--- config.mk ---
export PLATFORM = sky130hd
export DESIGN_NAME = pipe_hazard_ctrl
export DESIGN_NICKNAME = d
export VERILOG_FILES = /design/src/rtl/pipe_hazard_ctrl.sv
export SDC_FILE = /design/constraint.sdc
export NUM_CORES = 1
export LEC_CHECK = 0
export ABC_CLOCK_PERIOD_IN_PS = 1500
export CORE_ASPECT_RATIO = 0.7
export CORE_UTILIZATION = 33
export CTS_BUF_LIST = sky130_fd_sc_hd__clkbuf_4 sky130_fd_sc_hd__clkbuf_8 sky130_fd_sc_hd__clkbuf_16
export CTS_CLUSTER_DIAMETER = 80
export DETAILED_ROUTE_END_ITERATION = 16
export PLACE_DENSITY = 0.76
export SLEW_MARGIN = 20
export SYNTH_ARGS = -nofsm -noshare
export SYNTH_HDL_FRONTEND = slang
export SYNTH_SLANG_ARGS = --single-unit
--- constraint.sdc ---
create_clock -name clk_i -period 1.5 [get_ports clk_i]
set_input_delay 0.3 -clock clk_i [delete_from_list [all_inputs] [get_ports clk_i]]
set_output_delay 0.3 -clock clk_i [all_outputs]
set_load 0.1 [all_outputs]
--- src/rtl/pipe_hazard_ctrl.sv ---
// pipe_hazard_ctrl: central hazard/flush scheduler for the 5-stage pipeline.
// Arbitrates branch mispredict flushes, multi-cycle execute ops, load-use hazards
// and I-fetch misses into PC hold / pipeline-register stall and bubble controls.
// Outputs are Mealy (state + inputs); state, timeout timer, error flag and perf
// counter are registered.
//
// Optional feature macro: PIPE_PERF_CNT_EN (enables the stall_cycles_o counter).
//
// Ports:
//   clk_i             clock
//   rst               synchronous reset, active low
//   D_rs1_i/D_rs2_i   source registers of the decode instruction
//   D_use_rs1_i/2_i   decode instruction reads rs1 / rs2
//   E_rd_i            destination register of the execute instruction
//   E_is_load_i       execute instruction is a load
//   E_mispredict_i    branch resolved in E was mispredicted
//   E_long_start_i    first cycle of a multi-cycle execute op
//   long_done_i       multi-cycle result ready
//   imem_ready_i      fetched instruction valid this cycle
//   pc_hold_o         PC keeps value
//   F_stall_o         F/D register holds
//   F_bubble_o        F/D register loads nop
//   D_stall_o         D/E register holds
//   D_bubble_o        D/E register loads nop
//   E_stall_o         E/M register holds
//   redirect_o        PC takes corrected target
//   state_o           FSM state (0 RUN, 1 LONG, 2 IMISS)
//   err_o             sticky LONG timeout flag
//   stall_cycles_o    count of cycles with pc_hold_o set
module pipe_hazard_ctrl #(
    parameter int unsigned REG_ADDR_W = 5,
    parameter int unsigned LONG_TMO   = 64,
    parameter int unsigned CNT_W      = 32
) (
    input  logic                  clk_i,
    input  logic                  rst,
    input  logic [REG_ADDR_W-1:0] D_rs1_i,
    input  logic [REG_ADDR_W-1:0] D_rs2_i,
    input  logic                  D_use_rs1_i,
    input  logic                  D_use_rs2_i,
    input  logic [REG_ADDR_W-1:0] E_rd_i,
    input  logic                  E_is_load_i,
    input  logic                  E_mispredict_i,
    input  logic                  E_long_start_i,
    input  logic                  long_done_i,
    input  logic                  imem_ready_i,
    output logic                  pc_hold_o,
    output logic                  F_stall_o,
    output logic                  F_bubble_o,
    output logic                  D_stall_o,
    output logic                  D_bubble_o,
    output logic                  E_stall_o,
    output logic                  redirect_o,
    output logic [1:0]            state_o,
    output logic                  err_o,
    output logic [CNT_W-1:0]      stall_cycles_o
);

    typedef enum logic [1:0] {StRun = 2'd0, StLong = 2'd1, StImiss = 2'd2} state_e;

    localparam int unsigned TmoW = $clog2(LONG_TMO + 1);
    localparam logic [TmoW-1:0] TmoMax = TmoW'(LONG_TMO);
    localparam logic [TmoW-1:0] TmoLast = TmoW'(LONG_TMO - 1);

    state_e          state_q, state_d;
    logic [TmoW-1:0] tmo_q, tmo_d;
    logic            err_q, err_d;
    logic            luse;
    logic            run_eval;

    assign luse = E_is_load_i && (E_rd_i != '0) &&
                  ((D_use_rs1_i && (D_rs1_i == E_rd_i)) ||
                   (D_use_rs2_i && (D_rs2_i == E_rd_i)));

    always_comb begin
        pc_hold_o  = 1'b0;
        F_stall_o  = 1'b0;
        F_bubble_o = 1'b0;
        D_stall_o  = 1'b0;
        D_bubble_o = 1'b0;
        E_stall_o  = 1'b0;
        redirect_o = 1'b0;
        state_d    = state_q;
        tmo_d      = tmo_q;
        err_d      = err_q;
        run_eval   = 1'b0;

        unique case (state_q)
            StRun: run_eval = 1'b1;
            StLong: begin
                // Mispredict is ignored here: the branch cannot resolve while E is frozen.
                if (long_done_i) begin
                    state_d = StRun;
                    tmo_d   = '0;
                end else begin
                    pc_hold_o = 1'b1;
                    F_stall_o = 1'b1;
                    D_stall_o = 1'b1;
                    E_stall_o = 1'b1;
                    if (tmo_q < TmoMax) tmo_d = tmo_q + 1'b1;
                    if (tmo_q >= TmoLast) err_d = 1'b1;
                end
            end
            StImiss: begin
                if (E_mispredict_i) begin
                    redirect_o = 1'b1;
                    F_bubble_o = 1'b1;
                    D_bubble_o = 1'b1;
                    state_d    = StRun;
                end else if (imem_ready_i) begin
                    run_eval = 1'b1;
                end else begin
                    pc_hold_o  = 1'b1;
                    F_bubble_o = 1'b1;
                end
            end
            default: state_d = StRun;
        endcase

        // Shared RUN priority chain, also used for the cycle an I-miss resolves.
        if (run_eval) begin
            state_d = StRun;
            if (E_mispredict_i) begin
                redirect_o = 1'b1;
                F_bubble_o = 1'b1;
                D_bubble_o = 1'b1;
            end else if (E_long_start_i) begin
                pc_hold_o = 1'b1;
                F_stall_o = 1'b1;
                D_stall_o = 1'b1;
                E_stall_o = 1'b1;
                state_d   = StLong;
                tmo_d     = TmoW'(1);
            end else if (luse) begin
                pc_hold_o  = 1'b1;
                F_stall_o  = 1'b1;
                D_bubble_o = 1'b1;
            end else if (!imem_ready_i) begin
                pc_hold_o  = 1'b1;
                F_bubble_o = 1'b1;
                state_d    = StImiss;
            end
        end

        // Hold the pipe flushed while reset is asserted.
        if (!rst) begin
            pc_hold_o  = 1'b0;
            F_stall_o  = 1'b0;
            F_bubble_o = 1'b1;
            D_stall_o  = 1'b0;
            D_bubble_o = 1'b1;
            E_stall_o  = 1'b0;
            redirect_o = 1'b0;
        end
    end

    always_ff @(posedge clk_i) begin
        if (!rst) begin
            state_q <= StRun;
            tmo_q   <= '0;
            err_q   <= 1'b0;
        end else begin
            state_q <= state_d;
            tmo_q   <= tmo_d;
            err_q   <= err_d;
        end
    end

    assign state_o = rst ? 2'(state_q) : 2'd0;
    assign err_o   = rst & err_q;

`ifdef PIPE_PERF_CNT_EN
    logic [CNT_W-1:0] cnt_q;

    // Wraps naturally at 2^CNT_W.
    always_ff @(posedge clk_i) begin
        if (!rst) begin
            cnt_q <= '0;
        end else if (pc_hold_o) begin
            cnt_q <= cnt_q + 1'b1;
        end
    end

    assign stall_cycles_o = rst ? cnt_q : '0;
`else
    assign stall_cycles_o = '0;
`endif

endmodule

==> impl_results.md <==
- Status: finished, violations left
- Failing checks: setup timing
- Setup crit end: pc_hold_o
- Chip Width: approximately 70 um
- Design Area, Final: 0.00181 sq mm
- Drt pass-1 iters: 4
- Worst vdd ir: 415 uV
- Lkg Pwr: just under 0.8 nW
- Max-Cap Viols: 0
- NumNets Final: 220
- Total power: roughly 1.3 mW
- Nature of the critical path endpoint: output pin
- IO Port Bufs: 33
- Final setup viols: 14
- Max clock buf depth: 2
- Core ar.: just under 0.003 sq mm
- DRT iter0 DRCs: 68
- Synth area leaders: buf_4 (23%), dfxtp_1 (19%), xor2_1 (8.2%)
- Fmax achieved: 488 MHz
- Htree depth: 1
- Root buffer cell: clkbuf_8
- Fin crit share: 137%
- Worst Setup Start Kind: input port
- Final setup TNS: -3.85 ns
- Commonest cells post-synth: buf_4 (33), dfxtp_1 (10), xor2_1 (10), o21ai_0 (8), a21oi_1 (7)
- RR Endpoint: tmo_q[3]$_SDFF_PN0_
- #FFs+latches synth: 10
- GRT Util Overall: 18.0%
- Die height: 49.5 um
- Post-synth cell types: 37
- Cell with the most instances after synthesis: buf_4
- Fin. max-slew vios: 0
- Critical Path Source: E_rd_i[2]
- Clock latency on the worst-skew pair: 0.23 ns
- Share of post-route cells with drive strength above 1: approximately 44%
- Layout Skew: 0.00473 ns
- DRC errors left: 0
- Finished Layout Cells: around 230
- Post-DP Area: 0.00162 sq mm
- Final worst setup slack: -0.551 ns
- Crit-path max FO: 3
- RSZ-0062 raised after global routing: yes
- Hold Slack: 0.487 ns
- Site Rows: 16
- CTS Sinks: 10
- Syn. warnings: 0
- Dpl cells: 215
- CP Data Required Time: 1.20 ns
- Die area: 0.00345 sq mm
- Worst r2r src: state_q[0]$_SDFFE_PN0P_
- Seq/Total Area, Yosys: 18.8%
- FFs w/ async S/R, synth: 0%
- Syn_area_per_cell: 8.05 sq um
- Worst hold path type: register to register
- PD cells: 732 mW/mm^2
- Crit path kind: input port to output pin
- Tmin final: ~2 ns
- Initial Util: 36.3%
- Setup WS pre-CTS: -1.01 ns
- Post-Syn Instances: 132
- Top_reg_cell synth: dfxtp_1
- Vias: around 1,100
- Antenna Cells: 0
- RePlAce Congestion: between 0.8 and 0.9
- Mapped Area: 0.00106 sq mm
- Cts bufs inserted: 3
- Final core occ: 61.8%
- Initial antenna violation count: 0
- R2R Setup Slk: -0.13 ns
- Final hold violations: 0
- Antenna-violating nets left: 0
- Most area-hungry cell type in the Yosys netlist: buf_4
- Synth top area share: 23.3%
- Worst-case reg-to-reg path depth: 8
- Area growth, synth to finish: 70.0%
- Reg clk slew, reported paths: 0.05 ns
- EDFF count, synth: 0
- Pin count of the biggest net entering global routing: 11
- Io pins: 66
- GRT overflow: 0
- Routed WL: about 3200 um
- Dpl hpwl: 2240 um
- Via/cell ratio: 4.74
- Drt wl/cell: around 14 um
- Vias in the first global route: 1,087
- CTS Hold Bufs: 0
- TritonCTS clock tree: yes
- First-pass GRT wire length: 5000 um
- WP data arrival: 1.75 ns
[registers in the layout, indices dropped and copies added, names as in the netlist]
register	count
tmo_q	7
state_q	2
err_q	1
[kinds of logic (layout without fill, tap and decap cells)]
| family | after synthesis | after routing | share of synthesized area [%] |
|---|---|---|---|
| and+or+nand+nor | 35 | 35 | 20.7 |
| buffers and inverters | 40 | 67 | 25.8 |
| xor gates and xnor gates | 13 | 13 | 10.7 |
| adders and majority gates | 4 | 4 | 4.71 |
| AOI/OAI and AO/OA | 29 | 29 | 18.8 |
| DFF | 10 | 10 | 18.8 |
| other | 1 | 32 | 0.353 |
[cell usage in the layout (no fill, tap or decap), drive strengths merged, types with 5 or more instances in the layout]
cell type	count
conb	32
a21oi	7
nor2b	6
clkdlybuf4s50	5
buf	47
dfxtp	10
xor2	10
nor2	5
inv	5
o21ai	8
[timing repair]
action	CTS	global route
buffers inserted	7	2
resized for setup	78	11
gates cloned	1	0
pin swaps	21	5
setup endpoints to repair	18	16
[power breakdown]
part	switching, mW	internal [mW]	total, mW
sequential	0.00643	0.269	0.275
combinational	0.573	0.195	0.769
clock	0.102	0.176	0.278
total	0.682	0.639	1.32
[worst max-delay path, stage by stage]
cell,delay [ns]
buf_4,0.13
xor2_1,0.13
nor4_1,0.30
a32oi_1,0.11
or2_4,0.28
buf_12,0.14
o21ai_4,0.16
buf_12,0.19
[worst min path at each step]
| stage | depth (start not counted) | start | slack, ns | end |
|---|---|---|---|---|
| 4_1_cts | 2 | err_q$_SDFFE_PN0P_ | 0.49 | err_q$_SDFFE_PN0P_ |
| 5_1_grt | 2 | err_q$_SDFFE_PN0P_ | 0.54 | err_q$_SDFFE_PN0P_ |
| 3_5_place_dp | 2 | err_q$_SDFFE_PN0P_ | 0.47 | err_q$_SDFFE_PN0P_ |
| 6_report | 2 | err_q$_SDFFE_PN0P_ | 0.49 | err_q$_SDFFE_PN0P_ |
| 2_1_floorplan | 2 | err_q$_SDFFE_PN0P_ | 0.45 | err_q$_SDFFE_PN0P_ |
| 3_3_place_gp | 2 | err_q$_SDFFE_PN0P_ | 0.47 | err_q$_SDFFE_PN0P_ |
[layout make-up]
class | count | area [sq um]
clock buffer | 3 | 41.3
fill | 230 | 1120
inverter | 5 | 21.3
multi-input combinational | 113 | 872
sequential | 10 | 208
tap | 36 | 45.0
timing repair buffer | 59 | 618
[layer usage]
layer / GRT usage, % / routed length (um)
met5: 0 / 0
met2: 32.4 / 1640
met1: 21.8 / 1380
met4: 4.33 / 39
met3: 3.89 / 162
(Power assumes the default switching activity.)
==> RTL edit, RTL diff (config.mk and constraints unchanged) <==
The parameter `LONG_TMO` goes from 64 to 128.
--- a/src/rtl/pipe_hazard_ctrl.sv
+++ b/src/rtl/pipe_hazard_ctrl.sv
@@ -29,7 +29,7 @@
 //   stall_cycles_o    count of cycles with pc_hold_o set
 module pipe_hazard_ctrl #(
     parameter int unsigned REG_ADDR_W = 5,
-    parameter int unsigned LONG_TMO   = 64,
+    parameter int unsigned LONG_TMO   = 128,
     parameter int unsigned CNT_W      = 32
 ) (
     input  logic                  clk_i,
Function: same outputs for any inputs over 10 cycles, from zero or initial values and one cycle with rst low; that may be too few to reach the edited logic, so the function may still have changed.
==> RTL edit against the original RTL <==
  * The flow finishes with violations (DRC, setup timing)
  * Fmax rose by 4.3%
  * Sequential cell count grew 1
  * Worst setup slack better by 0.085 ns
  * Clock skew down 0.0027 ns
  * Synthesized area up 3.2%
  * Highest routed layer is now met3
  * Wire length shrank 7.0%
  * Cell area is 5.5% higher
  * Sequential power grew 9.8%
  * Register-to-register slack improved by 0.12 ns
  * Total power increased by 6.8%
  * Cell count is 6.6% higher
==> RTL edit: results (changes against the original RTL) <==
[run_status]
outcome = finished, violations left
violations = DRC, setup timing

[synth]
synthFlopType = dfxtp_1
synthXorXnorAreaFrac_pct = 10.4  ; -0.33 points
syn-mean-instance-area_sq_um = 7.46  ; -7.3%
synthMuxAreaShare_pct = 1.03  ; +1.0 points
synth_cell_types = 35  ; -5.4%
synthAdderAreaFrac_pct = 4.57  ; -0.15 points
netlist_top_cells_count = 33 x buf_4, 19 x nor2_1, 11 x dfxtp_1, 10 x a21oi_1, 10 x xnor2_1
synthTopCellsByArea = buf_4 23%, dfxtp_1 20%, xnor2_1 8.0%
synth-compound-area-share_pct = 16.6  ; -2.3 points
ys_seq_area_share_pct = 20.1  ; +1.2 points

[placed_design]
dpl-instance-area_sq_um = 1720  ; +6.0%
hpwl_mm = 2.19  ; -2.3%
place_inst = 233  ; +8.4%

[grt]
grtUsageMet3_pct = 5.02  ; +1.1 points
grt_max_degree = 10  ; -1
met2_usage_pct = 28.5  ; -3.8 points
grt_pass1_wl_mm = 4.80  ; -4.0%
grt_pass1_vias = 1018  ; -6.3%
grt_usage_pct = 17.1  ; -0.90 points

[cts]
worstSkewPairLatency_ns = 0.24
post_cts_buffers = 4  ; -3
post_cts_resized = 65  ; -17%

[finish]
drive_gt1_share_pct = 40.4  ; -3.8 points
stdcell_count = 241  ; +6.6%
largestRegisters = tmo_q x8, state_q x2, err_q x1

[worst_setup_path]
max_stage_delay_ns = 0.35  ; +0.05 ns
start_kind = flip-flop
reg2reg_slack_ns = -0.01  ; +0.12 ns
cp.arrival_ns = 1.67  ; -0.08 ns
crit_fanout = 5  ; +2
cp_slowest_cell = dfxtp_4

[routing]
routed-wl-met2_mm = 1.44  ; -12%
drcViolationCount = 2  ; +2
wl_met1_mm = 1.40  ; +1.7%
drtPass1Iterations = 12  ; +8
top_layer = met3
drt_iter0_drc = 57  ; -16%
routed_via_density = 4.52  ; -4.6%
wirelength_mm = 3.00  ; -7.0%

[timing]
tns_ns = -2.91  ; +0.949 ns
setup_viol = 9  ; -5
skew_ns = 0.00200  ; -0.00273 ns
fin_ws_ns = -0.466  ; +0.0854 ns
holdWs_ns = 0.455  ; -0.0324 ns

[pwr]
leakage_nw = 0.785  ; -0.96%
vdd_drop_max_v = 0.000442  ; +6.3%

RTL edit: cell count changes after synthesis, sizes merged, moves of 3 or more:
| cell | before | now |
|---|---|---|
| o21ai | 8 | 4 |
| xor2 | 10 | 3 |
| nor2b | 6 | 3 |
| nand2b | 1 | 4 |
| a21oi | 7 | 10 |
| and2 | 4 | 1 |
| xnor2 | 3 | 10 |
| nor2 | 5 | 19 |
| nand3 | 0 | 3 |
RTL edit: worst max-delay path: cells and delay by family (launching register included):
family	cells	cell delay (ns)
AO/OA/AOI/OAI	3	0.54
flip-flops	1	0.35
buffers and inverters	3	0.35
adder cells (fa/ha/maj)	1	0.17
RTL edit: stage by stage:
stage / total power, W / setup slack (ns)
3_3_place_gp: 0.00107 / -0.867
3_5_place_dp: 0.00107 / -0.927
2_1_floorplan: 0.000946 / -0.738
6_report: 0.00141 / -0.466
4_1_cts: 0.00140 / -0.464
5_1_grt: 0.00146 / -0.524
RTL edit: cell type report:
class | instances | area [sq um]
tap | 38 | 47.5
multi-input combinational | 126 | 958
sequential | 11 | 225
inverter | 6 | 30.0
clock buffer | 4 | 48.8
timing repair buffer | 56 | 596
fill | 254 | 1240
RTL edit: final timing paths:
check                                                to  cells past startpoint
worst max-delay path                         F_bubble_o                      7
worst max register to register  state_q[0]$_SDFFE_PN0P_                      8
worst min register to register       err_q$_SDFFE_PN0P_                      1
worst min-delay path                 err_q$_SDFFE_PN0P_                      1
RTL edit: report_power, final:
group          internal (W)  leakage (nW)  switching [W]  total (W)
registers          0.000297        0.0902     0.00000523   0.000302
clock network      0.000204        0.0262       0.000109   0.000314
logic              0.000209         0.668       0.000588   0.000796
